`config.mk`:
```
export PLATFORM = sky130hd
export DESIGN_NAME = adc9826_cfg_seq
export DESIGN_NICKNAME = d
export VERILOG_FILES = /design/src/rtl/adc9826_cfg_seq.sv
export SDC_FILE = /design/constraint.sdc
export NUM_CORES = 1
export LEC_CHECK = 0
export ABC_AREA = 1
export BUFFER_PORTS_ARGS = -buffer_cell sky130_fd_sc_hd__buf_2
export CELL_PAD_IN_SITES_DETAIL_PLACEMENT = 0
export CELL_PAD_IN_SITES_GLOBAL_PLACEMENT = 2
export CORE_UTILIZATION = 30
export DETAILED_ROUTE_END_ITERATION = 7
export GPL_TIMING_DRIVEN = 0
export PLACE_DENSITY = 0.76
export SLEW_MARGIN = 20
export SYNTH_ARGS = -nofsm -noshare
export SYNTH_HDL_FRONTEND = slang
export SYNTH_SLANG_ARGS = --single-unit
```
`constraint.sdc`:
```
create_clock -name clk -period 2 [get_ports clk]
set_input_delay 0.1 -clock clk [delete_from_list [all_inputs] [get_ports clk]]
set_output_delay 0.1 -clock clk [all_outputs]
set_load 0.05 [all_outputs]
```
`src/rtl/adc9826_cfg_seq.sv`:
```
// adc9826_cfg_seq: table-driven register sequencer for the AD9826 serial-config engine.
// Reads a header and N entries from parameter RAM, writes each entry into
// adc9826_cfg, kicks the serial transfer and waits for its completion.
// Optional build macro ADC9826_CFG_SEQ_CHECKSUM_EN: XOR of entry data[7:0]
// must equal header[15:8] before the transfer is kicked.
module adc9826_cfg_seq #(
    parameter logic [7:0]  BASE_ADDR   = 8'h00,
    parameter int unsigned MAX_REGS    = 8,
    parameter int unsigned TIMEOUT_CYC = 65535
) (
    input  logic        clk,
    input  logic        rst_n,
    input  logic        start_in,
    output logic        ram_rd_o,
    output logic [7:0]  ram_addr_o,
    input  logic [31:0] ram_din,
    output logic        cfg_wr_o,
    output logic [2:0]  cfg_addr_o,
    output logic [8:0]  cfg_data_o,
    output logic        cfg_start_o,
    input  logic        cfg_done_in,
    output logic        busy_o,
    output logic        done_o,
    output logic        err_o,
    output logic [1:0]  err_code_o
);

    localparam int unsigned IDX_W     = 4;
    localparam int unsigned CNT_W     = $clog2(TIMEOUT_CYC + 1);
    localparam logic [15:0] MAGIC     = 16'hAD98;
    localparam logic [1:0]  ERR_MAGIC = 2'd1;
    localparam logic [1:0]  ERR_COUNT = 2'd2;
    localparam logic [1:0]  ERR_TMO   = 2'd3;

    typedef enum logic [3:0] {
        IDLE, HDR_RD, HDR_CHK, ENT_RD, ENT_CAP, ENT_WR, KICK, WAIT_DONE, FIN, ERR
    } state_t;

    state_t           state, next_state;
    logic [IDX_W-1:0] idx_q, idx_nxt;
    logic [IDX_W-1:0] n_q, n_nxt;
    logic [CNT_W-1:0] tmo_cnt;
    logic             done_q;
    logic             done_rise;
    logic             idx_last;
    logic [IDX_W-1:0] hdr_n;
    logic             ram_rd_nxt, cfg_wr_nxt, cfg_start_nxt, busy_nxt, done_nxt, err_nxt;
    logic [7:0]       ram_addr_nxt;
    logic [1:0]       err_code_nxt;

`ifdef ADC9826_CFG_SEQ_CHECKSUM_EN
    logic [7:0]       csum_q;
    logic [7:0]       hdr_csum_q;
`else
    logic             unused_din;
    assign unused_din = ^ram_din[15:9];
`endif

    assign hdr_n     = ram_din[3:0];
    assign done_rise = cfg_done_in & ~done_q;
    assign idx_last  = (IDX_W'(idx_q + IDX_W'(1)) == n_q);

    // State register
    always_ff @(posedge clk or negedge rst_n) begin
        if (!rst_n) state <= IDLE;
        else        state <= next_state;
    end

    // Next-state decode and next values of the registered outputs
    always_comb begin
        next_state    = state;
        idx_nxt       = idx_q;
        n_nxt         = n_q;
        err_code_nxt  = err_code_o;
        err_nxt       = err_o;
        ram_addr_nxt  = ram_addr_o;
        case (state)
            IDLE: begin
                if (start_in) begin
                    next_state   = HDR_RD;
                    err_nxt      = 1'b0;
                    err_code_nxt = 2'd0;
                end
            end
            HDR_RD: next_state = HDR_CHK;
            HDR_CHK: begin
                if (ram_din[31:16] != MAGIC) begin
                    next_state   = ERR;
                    err_code_nxt = ERR_MAGIC;
                end else if (hdr_n == '0 || 32'(hdr_n) > MAX_REGS) begin
                    next_state   = ERR;
                    err_code_nxt = ERR_COUNT;
                end else begin
                    next_state = ENT_RD;
                    n_nxt      = hdr_n;
                    idx_nxt    = '0;
                end
            end
            ENT_RD:  next_state = ENT_CAP;
            ENT_CAP: next_state = ENT_WR;
            ENT_WR: begin
                idx_nxt = IDX_W'(idx_q + IDX_W'(1));
                if (idx_last) begin
`ifdef ADC9826_CFG_SEQ_CHECKSUM_EN
                    if (csum_q != hdr_csum_q) begin
                        next_state   = ERR;
                        err_code_nxt = ERR_TMO;
                    end else begin
                        next_state = KICK;
                    end
`else
                    next_state = KICK;
`endif
                end else begin
                    next_state = ENT_RD;
                end
            end
            KICK: next_state = WAIT_DONE;
            WAIT_DONE: begin
                // tmo_cnt lags the kick by two cycles, so this lands ERR exactly TIMEOUT_CYC after cfg_start_o
                if (done_rise) begin
                    next_state = FIN;
                end else if (tmo_cnt == CNT_W'(TIMEOUT_CYC - 2)) begin
                    next_state   = ERR;
                    err_code_nxt = ERR_TMO;
                end
            end
            FIN:     next_state = IDLE;
            ERR:     next_state = IDLE;
            default: next_state = IDLE;
        endcase

        if (next_state == ERR) err_nxt = 1'b1;
        if (next_state == HDR_RD) ram_addr_nxt = BASE_ADDR;
        if (next_state == ENT_RD) ram_addr_nxt = 8'(BASE_ADDR + 8'd1 + 8'(idx_nxt));
        ram_rd_nxt    = (next_state == HDR_RD) || (next_state == ENT_RD);
        cfg_wr_nxt    = (next_state == ENT_WR);
        cfg_start_nxt = (next_state == KICK);
        done_nxt      = (next_state == FIN);
        busy_nxt      = !(next_state inside {IDLE, FIN, ERR});
    end

    // Registered outputs and datapath
    always_ff @(posedge clk or negedge rst_n) begin
        if (!rst_n) begin
            ram_rd_o    <= 1'b0;
            ram_addr_o  <= '0;
            cfg_wr_o    <= 1'b0;
            cfg_addr_o  <= '0;
            cfg_data_o  <= '0;
            cfg_start_o <= 1'b0;
            busy_o      <= 1'b0;
            done_o      <= 1'b0;
            err_o       <= 1'b0;
            err_code_o  <= '0;
            idx_q       <= '0;
            n_q         <= '0;
            tmo_cnt     <= '0;
            done_q      <= 1'b0;
`ifdef ADC9826_CFG_SEQ_CHECKSUM_EN
            csum_q      <= '0;
            hdr_csum_q  <= '0;
`endif
        end else begin
            ram_rd_o    <= ram_rd_nxt;
            ram_addr_o  <= ram_addr_nxt;
            cfg_wr_o    <= cfg_wr_nxt;
            cfg_start_o <= cfg_start_nxt;
            busy_o      <= busy_nxt;
            done_o      <= done_nxt;
            err_o       <= err_nxt;
            err_code_o  <= err_code_nxt;
            idx_q       <= idx_nxt;
            n_q         <= n_nxt;
            done_q      <= cfg_done_in;
            if (state == KICK)           tmo_cnt <= '0;
            else if (state == WAIT_DONE) tmo_cnt <= CNT_W'(tmo_cnt + CNT_W'(1));
            if (state == ENT_CAP) begin
                cfg_addr_o <= ram_din[18:16];
                cfg_data_o <= ram_din[8:0];
            end
`ifdef ADC9826_CFG_SEQ_CHECKSUM_EN
            if (state == HDR_CHK) begin
                csum_q     <= '0;
                hdr_csum_q <= ram_din[15:8];
            end else if (state == ENT_CAP) begin
                csum_q <= csum_q ^ ram_din[7:0];
            end
`endif
        end
    end

endmodule

```
---- Yosys cells after proc, flatten, opt, wreduce, memory -nomap -nowiden ----
Cells that the tools add are included.
word-level totals
  output and inout port bits .............. 28
  flip-flop bits (word level) ............. 57
  latch bits .............................. 0
  memory bits (read-only) ................. 0
  memory bits (writable) .................. 0
  memories kept ........................... 0
  logic and storage cells ................. 81
  input bits .............................. 36
operators by class
  order comparisons ....................... 1
  divide/modulo/power cells ............... 0
  bitwise operators ....................... 4
  reduce and logical (&&, ||, !) cells .... 15
  mux-type cells .......................... 23
  equal/unequal tests ..................... 20
  shift-type cells ........................ 0
  $mul .................................... 0
  add/sub/neg operators ................... 3
operators with widths
  operator                                                                number
  16-bit two-way mux                                                      2
  4-bit case mux with 8 select lines                                      1
  4-bit two-way mux                                                       7
  4-bit by 3-bit equality test with 1-bit output (second input constant)  6
  16-bit by 1-bit adder with 16-bit output (second input constant)        1
  16-bit equality test (second input constant)                            1
  8-bit two-way mux                                                       2
  16-bit != test (second input constant)                                  1
  4-bit by 2-bit equality test with 1-bit output (second input constant)  3
  4-bit logical NOT                                                       3
  2-bit two-way mux                                                       5
  4-bit by 1-bit equality test with 1-bit output (second input constant)  2
  4-bit equality test (second input constant)                             2
  4-bit case mux with 2 select lines                                      1
  2-bit nonzero test                                                      4
  2-bit != test (second input constant)                                   3
  2-bit case mux with 3 select lines                                      1
  3-bit nonzero test                                                      2
  1-bit by 4-bit adder with 5-bit output (first input constant)           1
  5-bit AND reduction                                                     1
  4-bit by 1-bit adder with 4-bit output (second input constant)          1
  4-bit equality test                                                     1
  4-bit greater-than comparator (second input constant)                   1
  1-bit two-way mux                                                       3
  8 further kinds                                                         11

---- Depth between registers and ports, before layout ----
Gate-level depths: netlist of run 1.
  word-level depth ........................ 8
  mapped depth ............................ 14
  depth with buffers taken out ............ 13

---- Worst setup path after synthesis of run 1 ----
OpenSTA, ideal clock, no wires.
  kind .................................... reg2reg
  from .................................... register state[0]
  to ...................................... register ram_addr_o[2]
  library setup time ...................... 0.118 ns
  slack ................................... 0.176 ns
  buffers on the path ..................... 1
  cell stages (with the launch flop) ...... 12
  period minus slack after synthesis ...... 1.824 ns
  arrival ................................. 1.706 ns
  data required time ...................... 1.882 ns
  cell sequence ........................... dfrtp_1 inv_2 nand3_1 nor2_2 nand3_2 buf_6 nand3_1 nand2_1 ha_1 or2_1 nand3_1 nand2_1
between the ends
  elaborated cells between the ends (all ways) .. 18
  classes of those cells .................. 1 x add/sub; 9 x eq/ne; 6 x mux; 2 x reduce/logical
RTL lines
  element                                                                                                                  line  text
  start, declared                                                                                                          39    state_t state, next_state;
  start signal, assigned                                                                                                   66    else state <= next_state;
  4-bit by 3-bit equality test with 1-bit output / 4-bit by 2-bit equality test with 1-bit output (equally long branches)  77    case (state)
  4-bit case mux with 2 select lines (*)                                                                                   77
  via idx_nxt[1]                                                                                                           40    logic [IDX_W-1:0] idx_q, idx_nxt;
  1-bit by 4-bit adder with 5-bit output (*)                                                                               135   if (next_state == ENT_RD) ram_addr_nxt = 8'(BASE_ADDR + 8'd1 + 8'(idx_nxt));
  8-bit two-way mux (*)                                                                                                    135
  end signal, assigned                                                                                                     166   ram_addr_o <= ram_addr_nxt;
  end, declared                                                                                                            15    output logic [7:0] ram_addr_o,
The timed path passes the listed nets; every way through them passes the cells marked *.
A chain may end at the register's enable or synchronous reset.

---- Worst setup path after layout of run 1 ----
Ends and elaborated chain as after synthesis.

==> results of run 1 <==
==> synthesized netlist by cell type, types with 2 or more instances <==
cell type / number / share of area
sky130_fd_sc_hd__nand3_1: 22 / 0.040
sky130_fd_sc_hd__or2_1: 2 / 0.0045
sky130_fd_sc_hd__nand4_1: 5 / 0.011
sky130_fd_sc_hd__inv_2: 7 / 0.0096
sky130_fd_sc_hd__clkbuf_1: 2 / 0.0027
sky130_fd_sc_hd__nor2_1: 22 / 0.030
sky130_fd_sc_hd__buf_4: 3 / 0.0082
sky130_fd_sc_hd__nor3_2: 2 / 0.0073
sky130_fd_sc_hd__o21ai_0: 18 / 0.033
sky130_fd_sc_hd__nand3_2: 2 / 0.0073
sky130_fd_sc_hd__xnor2_1: 2 / 0.0064
sky130_fd_sc_hd__ha_1: 4 / 0.018
sky130_fd_sc_hd__a21oi_1: 14 / 0.025
sky130_fd_sc_hd__xor2_1: 4 / 0.013
sky130_fd_sc_hd__nor2_4: 4 / 0.016
sky130_fd_sc_hd__nor3_1: 6 / 0.011
sky130_fd_sc_hd__nand2_2: 4 / 0.0091
sky130_fd_sc_hd__nor2_2: 5 / 0.011
sky130_fd_sc_hd__a21o_1: 2 / 0.0055
sky130_fd_sc_hd__dfrtp_1: 54 / 0.49
sky130_fd_sc_hd__inv_1: 45 / 0.061
sky130_fd_sc_hd__nand2_1: 92 / 0.13
==> through the flow <==
step / util / TNS [ps] / hold WS, ps / setup WS, ps
floorplan: - / 0 / -196 / 176
global placement: 0.359 / -88.6 / 223 / -88.6
detailed placement: 0.359 / -76.9 / 212 / -76.9
CTS: 0.379 / 0 / 55.7 / 44.2
global route: 0.387 / -57.3 / 78.3 / -32.3
finish: 0.387 / 0 / 69.4 / 156
==> final timing paths <==
check                           endpoint  slack (ps)  depth (start not counted)
min in group asynchronous    tmo_cnt[15]         390                          2
setup / recovery           ram_addr_o[2]         160                         11
hold / removal             cfg_data_o[3]          70                          3
hold reg to reg            ram_addr_o[4]         480                          2
setup reg to reg           ram_addr_o[2]         160                         11
max in group asynchronous       state[2]        1100                          2
==> cell usage in the layout, fill, tap and decap left out, types with 2 or more instances in the layout <==
cell type | netlist | layout
sky130_fd_sc_hd__inv_1 | 45 | 44
sky130_fd_sc_hd__nor3_1 | 6 | 6
sky130_fd_sc_hd__buf_2 | 0 | 52
sky130_fd_sc_hd__nand3_1 | 22 | 20
sky130_fd_sc_hd__ha_1 | 4 | 4
sky130_fd_sc_hd__nor2_2 | 5 | 5
sky130_fd_sc_hd__o21ai_0 | 18 | 18
sky130_fd_sc_hd__clkbuf_1 | 2 | 2
sky130_fd_sc_hd__conb_1 | 1 | 3
sky130_fd_sc_hd__a21o_1 | 2 | 2
sky130_fd_sc_hd__a21oi_1 | 14 | 14
sky130_fd_sc_hd__nand2_1 | 92 | 90
sky130_fd_sc_hd__nand4_1 | 5 | 5
sky130_fd_sc_hd__clkbuf_8 | 0 | 6
sky130_fd_sc_hd__dfrtp_1 | 54 | 50
sky130_fd_sc_hd__or2_1 | 2 | 2
sky130_fd_sc_hd__dfrtp_2 | 0 | 4
sky130_fd_sc_hd__nor2_4 | 4 | 5
sky130_fd_sc_hd__xor2_1 | 4 | 4
sky130_fd_sc_hd__nand3_2 | 2 | 3
sky130_fd_sc_hd__inv_2 | 7 | 8
sky130_fd_sc_hd__dlygate4sd3_1 | 0 | 7
sky130_fd_sc_hd__nor2_1 | 22 | 21
sky130_fd_sc_hd__nand2_2 | 4 | 6
sky130_fd_sc_hd__xnor2_1 | 2 | 2
sky130_fd_sc_hd__buf_4 | 3 | 10
==> cell families (layout without fill, tap and decap cells) <==
family          after synthesis  count (layout)  synth area share
buf+inv                      60             132            0.0896
compound gates               41              41            0.0828
other cells                   1               3           0.00136
xor+xnor                      6               6            0.0191
fa+ha+maj                     4               4            0.0182
flops                        54              54             0.491
simple gates                170             170             0.298
==> tightest hold or removal path, cell delays in order <==
cell	delay, ps
sky130_fd_sc_hd__buf_2	100
sky130_fd_sc_hd__inv_1	60
sky130_fd_sc_hd__o21ai_0	80
==> sequential cells by signal, indices dropped and copies added, names as in the netlist, 2 cells and up <==
register    flops
ram_addr_o      5
cfg_data_o      9
cfg_addr_o      3
n_q             4
err_code_o      2
idx_q           4
state           4
tmo_cnt        16
==> what timing repair did <==
action,in CTS,in global routing
setup endpoints to repair,2,9
resized for setup,3,11
setup buffers,2,4
endpoints found under the hold margin,60,0
pin swaps,1,2
hold buffers,7,0
==> per-layer routing <==
layer  GRT usage  routed length (um)  share of wire
met4      0.0385                  71          0.012
met3      0.0301                 170          0.028
met1       0.169                2850           0.46
met5           0                   0              0
met2       0.254                3040           0.50
==> cell type report <==
class / instances / share of cell area
Buffer: 6 / 0.0121
Clock buffer: 6 / 0.0242
Inverter: 54 / 0.0602
Multi-Input combinational cell: 224 / 0.353
Sequential cell: 54 / 0.398
Tap cell: 108 / 0.0397
Timing Repair Buffer: 66 / 0.112
==> report_power, final <==
part / switching, mW / internal [mW]
Clock: 0.354 / 0.269
Sequential: 0.189 / 1.39
Combinational: 1.61 / 0.656
Total: 2.16 / 2.31
==> impl_metrics.tcl, run 1 <==
set metrics [dict create \
    postSynthCellCount 336 \
    worst_slew_margin_rel 0.528 \
    p_per_area_mw_per_mm2 1310 \
    worstSetupEndpointType "register" \
    detail_route.first_pass.iterations 4 \
    ant_nets 0 \
    detail_route.wirelength_um 6130 \
    syn-cell-area_mm2 0.00275 \
    dieWidth_um 97.7 \
    multi_input_comb_area_mm2 0.00120 \
    total_congestion_overflow 0 \
    critPathLaunch "state[0]" \
    synthArstFlopShare 1.00 \
    max-vdd-ir-drop_mv 0.712 \
    cp-start-kind "register" \
    final_design_area_no_fill_mm2 0.00341 \
    placed_cells_incl_taps 499 \
    filler_cells 932 \
    numPortBuffers 53 \
    design.die.area_mm2 0.00955 \
    final_routed_drc_violation_total 0 \
    fraction_of_layout_cells_with_a_size_suffix_above_1 0.266 \
    critical_path.reg2reg.startpoint "state[0]" \
    clock_tree_from_tritoncts "built" \
    critical_path.top_delay_family "simple AND/OR/NAND/NOR gates" \
    finalHoldViolations 0 \
    floorplan.core_area_mm2 0.00881 \
    crit_path_top_delay_cell "sky130_fd_sc_hd__dfrtp_2" \
    fin_cells 518 \
    antenna_cells_inserted 0 \
    clk_pin_slew_worst_paths_ps 100 \
    cell_by_cell_listing_of_the_critical_path "inv_2 -> nand3_2 -> nor2_4 -> nand3_4 -> buf_6 -> nand3_1 -> nand2_2 -> ha_1 -> or2_1 -> nand3_1 -> nand2_1" \
    layout.area.seq_mm2 0.00136 \
    maximum_cell_stage_delay_along_the_critical_path_ps 420 \
    status "finished clean" \
    wl_per_cell_um 11.8 \
    die_height_um 97.7 \
    worstPathBufferInverterCount 2 \
    synth_edf_count 0 \
    cap_violations 0 \
    post_synth_num_cell_types 37 \
    grt_setup_unrepaired "yes" \
    min-delay-start "ram_din[3]" \
    timing.critical_path.fanout_max 10 \
    std_cell_rows 34 \
    finalCritPeriodShare 0.922 \
    seq_area_frac_synth 0.491 \
    grt_max_degree 55 \
    postSynthRegisterBits 54 \
    clock_tree.htree_level_count 2 \
    postPlaceCellArea_mm2 0.00316 \
    timing.hold.worst.class "primary input to register" \
    tritoncts.num_buffers 5 \
    antenna_violations_before_repair 0 \
    flow.area_growth_from_synthesis_pct 23.8 \
    final_power_mw 4.47 \
    cell_with_the_most_instances_on_the_worst_path "sky130_fd_sc_hd__nand3_1" \
    synth.avg_cell_area_um2 8.18 \
    final_net_count 451 \
    clock-sinks 54 \
    number_of_buffers_on_the_longest_clock_path 2 \
    place.detailed.hpwl_um 4560 \
    ys.flop_type "sky130_fd_sc_hd__dfrtp_1" \
    first_global_vias 2386 \
    insertion_delay_ps 310 \
    report.final.slew_viol_count 0 \
    grt_util_all_layers 0.141 \
    worstMarginPinSlew_ps 709 \
    initial_core_util 0.312 \
    vias_per_cell 4.41 \
    skew_ps 9.21 \
    placer_s_final_routability_congestion_estimate 0.730 \
    critPathArrivalTime_ps 2060 \
    clock.fmax_mhz 542 \
    critical_path_required_ps 2210 \
    p_leak_nw 1.85 \
    clk_root_buf "sky130_fd_sc_hd__clkbuf_8" \
    criticalPathCategory "register to register" \
    setup_violating_endpoint_count_in_the_final_report 0 \
    drtIter0Drc 87 \
    grt_pass1_wl_um 10800 \
    yosys_warnings 0 \
    final.min_clock_period_ps 1840 \
    via_count 2282 \
    boundaryPins 64 \
]
Note: power is estimated with default switching activity, not from simulation.
==> inputs of run 2 (changes only) <==
- REMOVE_ABC_BUFFERS: default -> 1
==> run 2 against run 1 <==
Compared with the run above:
- the flow now finishes with violations (DRC)
- largest cell class unchanged
- clock power about the same
- flip-flop and latch count unchanged
- fmax fell by 3.0%
- worst hold slack lost 6.8 ps
- cell count decreased by 0.77%
- sequential power hardly changed
- largest power group unchanged
- first-iteration DRC count increased by 49%
- power up 1.1%
- clock skew decreased by 2.3 ps
- sequential share of layout area increased by 0.22 points
- die area unchanged
==> impl_metrics.tcl, run 2 (synthesis results as in run 1) <==
set metrics [dict create \
    placer_s_final_routability_congestion_estimate 0.719 \
    insertion_delay_ps 300 \
    die_height_um 97.7 \
    timing.hold.worst.class "primary input to register" \
    cp-start-kind "register" \
    status "complete, but fails checks" \
    final.min_clock_period_ps 1900 \
    maximum_cell_stage_delay_along_the_critical_path_ps 450 \
    antenna_cells_inserted 0 \
    final_routed_drc_violation_total 4 \
    via_count 2255 \
    grt_max_degree 55 \
    grt_setup_unrepaired "yes" \
    total_congestion_overflow 0 \
    boundaryPins 64 \
    worstMarginPinSlew_ps 692 \
    antenna_violations_before_repair 0 \
    final_power_mw 4.52 \
    crit_path_top_delay_cell "sky130_fd_sc_hd__dfrtp_2" \
    fraction_of_layout_cells_with_a_size_suffix_above_1 0.254 \
    cell_by_cell_listing_of_the_critical_path "inv_2 -> nand3_1 -> nor2_4 -> nand3_4 -> nand3_1 -> nand2_1 -> ha_1 -> or2_1 -> nand3_1 -> nand2_1" \
    finalHoldViolations 0 \
    numPortBuffers 53 \
    tritoncts.num_buffers 5 \
    first_global_vias 2214 \
    core_occupancy_in_the_finished_layout 0.384 \
    clk_root_buf "sky130_fd_sc_hd__clkbuf_8" \
    clock-sinks 54 \
    violated_checks "DRC" \
    largest-register "tmo_cnt" \
    place.detailed.hpwl_um 4310 \
    floorplan.core_area_mm2 0.00881 \
    std_cell_rows 34 \
    clock_tree.htree_level_count 2 \
    p_sw_frac 0.484 \
    drtIter0Drc 130 \
    flow.area_growth_from_synthesis_pct 22.9 \
    ant_nets 0 \
    wl_per_cell_um 11.5 \
    design.die.area_mm2 0.00955 \
    timing.critical_path.fanout_max 5 \
    netSwitchingPower_mw 2.19 \
    clk_pin_slew_worst_paths_ps 100 \
    detail_route.first_pass.iterations 6 \
    cell_with_the_most_instances_on_the_worst_path "sky130_fd_sc_hd__nand3_1" \
    clock_tree_from_tritoncts "built" \
    finalCritPeriodShare 0.951 \
    grt_util_all_layers 0.132 \
    worstSetupEndpointType "register" \
    cap_violations 0 \
    p_leak_nw 1.80 \
    clock.fmax_mhz 526 \
    criticalPathCategory "register to register" \
    largest_reg_flops 16 \
    initial_core_util 0.312 \
    number_of_buffers_on_the_longest_clock_path 2 \
    grt_pass1_wl_um 10300 \
    worstPathBufferInverterCount 1 \
    most_frequent_cells_in_the_layout "91 x sky130_fd_sc_hd__nand2_1, 52 x sky130_fd_sc_hd__dfrtp_1, 52 x sky130_fd_sc_hd__buf_2, 45 x sky130_fd_sc_hd__inv_1, 21 x sky130_fd_sc_hd__nor2_1" \
    critPathArrivalTime_ps 2100 \
    p_per_area_mw_per_mm2 1340 \
    power.sequential.fraction 0.352 \
    dieWidth_um 97.7 \
    critical_path_required_ps 2200 \
    critical_path.top_delay_family "simple AND/OR/NAND/NOR gates" \
    filler_cells 938 \
    worst_slew_margin_rel 0.539 \
    skew_ps 6.92 \
    report.final.slew_viol_count 0 \
    largestRegisters "tmo_cnt x16, cfg_data_o x9, ram_addr_o x5" \
    comb_power_share 0.510 \
    max-vdd-ir-drop_mv 0.714 \
    cell_internal_pwr_mw 2.33 \
    setup_violating_endpoint_count_in_the_final_report 0 \
    placed_cells_incl_taps 493 \
    fin_cells 514 \
    vias_per_cell 4.39 \
    detail_route.wirelength_um 5910 \
    final_net_count 445 \
    share_clk_of_total_power 0.138 \
    final_common_cell "sky130_fd_sc_hd__nand2_1" \
]
[run 2: timing repair]
action / in CTS / in global routing
gates resized for setup: 4 / 9
hold endpoints to repair: 60 / 0
setup buffers: 2 / 4
pin swaps: 1 / 2
hold buffers: 7 / 0
setup endpoints to repair: 8 / 8
[run 2: worst reg2reg max path: stages, from the launching register on]
cell                      delay (ps)
sky130_fd_sc_hd__dfrtp_2         450
sky130_fd_sc_hd__inv_2           120
sky130_fd_sc_hd__nand3_1         150
sky130_fd_sc_hd__nor2_4          190
sky130_fd_sc_hd__nand3_4         110
sky130_fd_sc_hd__nand3_1          90
sky130_fd_sc_hd__nand2_1         120
sky130_fd_sc_hd__ha_1            230
sky130_fd_sc_hd__or2_1           220
sky130_fd_sc_hd__nand3_1          80
sky130_fd_sc_hd__nand2_1          50
[run 2: path summary, 6_finish.rpt]
check,start,endpoint,slack [ps],cells past startpoint
max,state[0],ram_addr_o[2],100,10
min,ram_din[18],cfg_addr_o[2],60,3
max reg2reg,state[0],ram_addr_o[2],100,10
min reg2reg,ram_addr_o[1],ram_addr_o[1],480,2
max in group asynchronous,rst_n,idx_q[0],1110,2
min in group asynchronous,rst_n,tmo_cnt[7],390,2
[run 2: final cells by class]
cell class              instances  area [um^2]  area share
flip-flops and latches         54         1350       0.400
multi-input cells             224         1210       0.359
well taps                     108          135      0.0400
inverters                      54          205      0.0607
repair buffers                 66          383       0.113
clock buffers                   7         86.3      0.0255
clock inverters                 1         5.00     0.00148
[run 2: power by group through the flow]
stage | sequential (mW) | combinational (mW) | clock [mW]
final | 1.59 | 2.31 | 0.624
after global routing | 1.63 | 2.54 | 0.716
after CTS | 1.59 | 2.19 | 0.670
after detailed placement | 1.60 | 2.16 | 0
after global placement | 1.60 | 2.15 | 0
after floorplan | 2.22 | 1.03 | 0
[run 2: stage by stage]
| step | setup WS, ps | hold WS [ps] | setup TNS (ps) | instance area, um^2 |
|---|---|---|---|---|
| 6_report | 98.1 | 62.6 | 0 | 3380 |
| 5_1_grt | -16.4 | 58.4 | -16.4 | 3380 |
| 4_1_cts | 25.4 | 49.3 | 0 | 3310 |
| 3_5_place_dp | -206 | 202 | -1190 | 3120 |
| 3_3_place_gp | -217 | 223 | -1340 | 3120 |
| 2_1_floorplan | 189 | -196 | 0 | 2720 |
[run 2: per-layer routing]
layer / GRT usage / up-vias / part of all wire
met2: 0.220 / 37 / 0.46
met1: 0.175 / 1018 / 0.49
met5: 0 / - / 0
li1: - / 1196 / -
met4: 0.0315 / 0 / 0.0066
met3: 0.0315 / 4 / 0.040
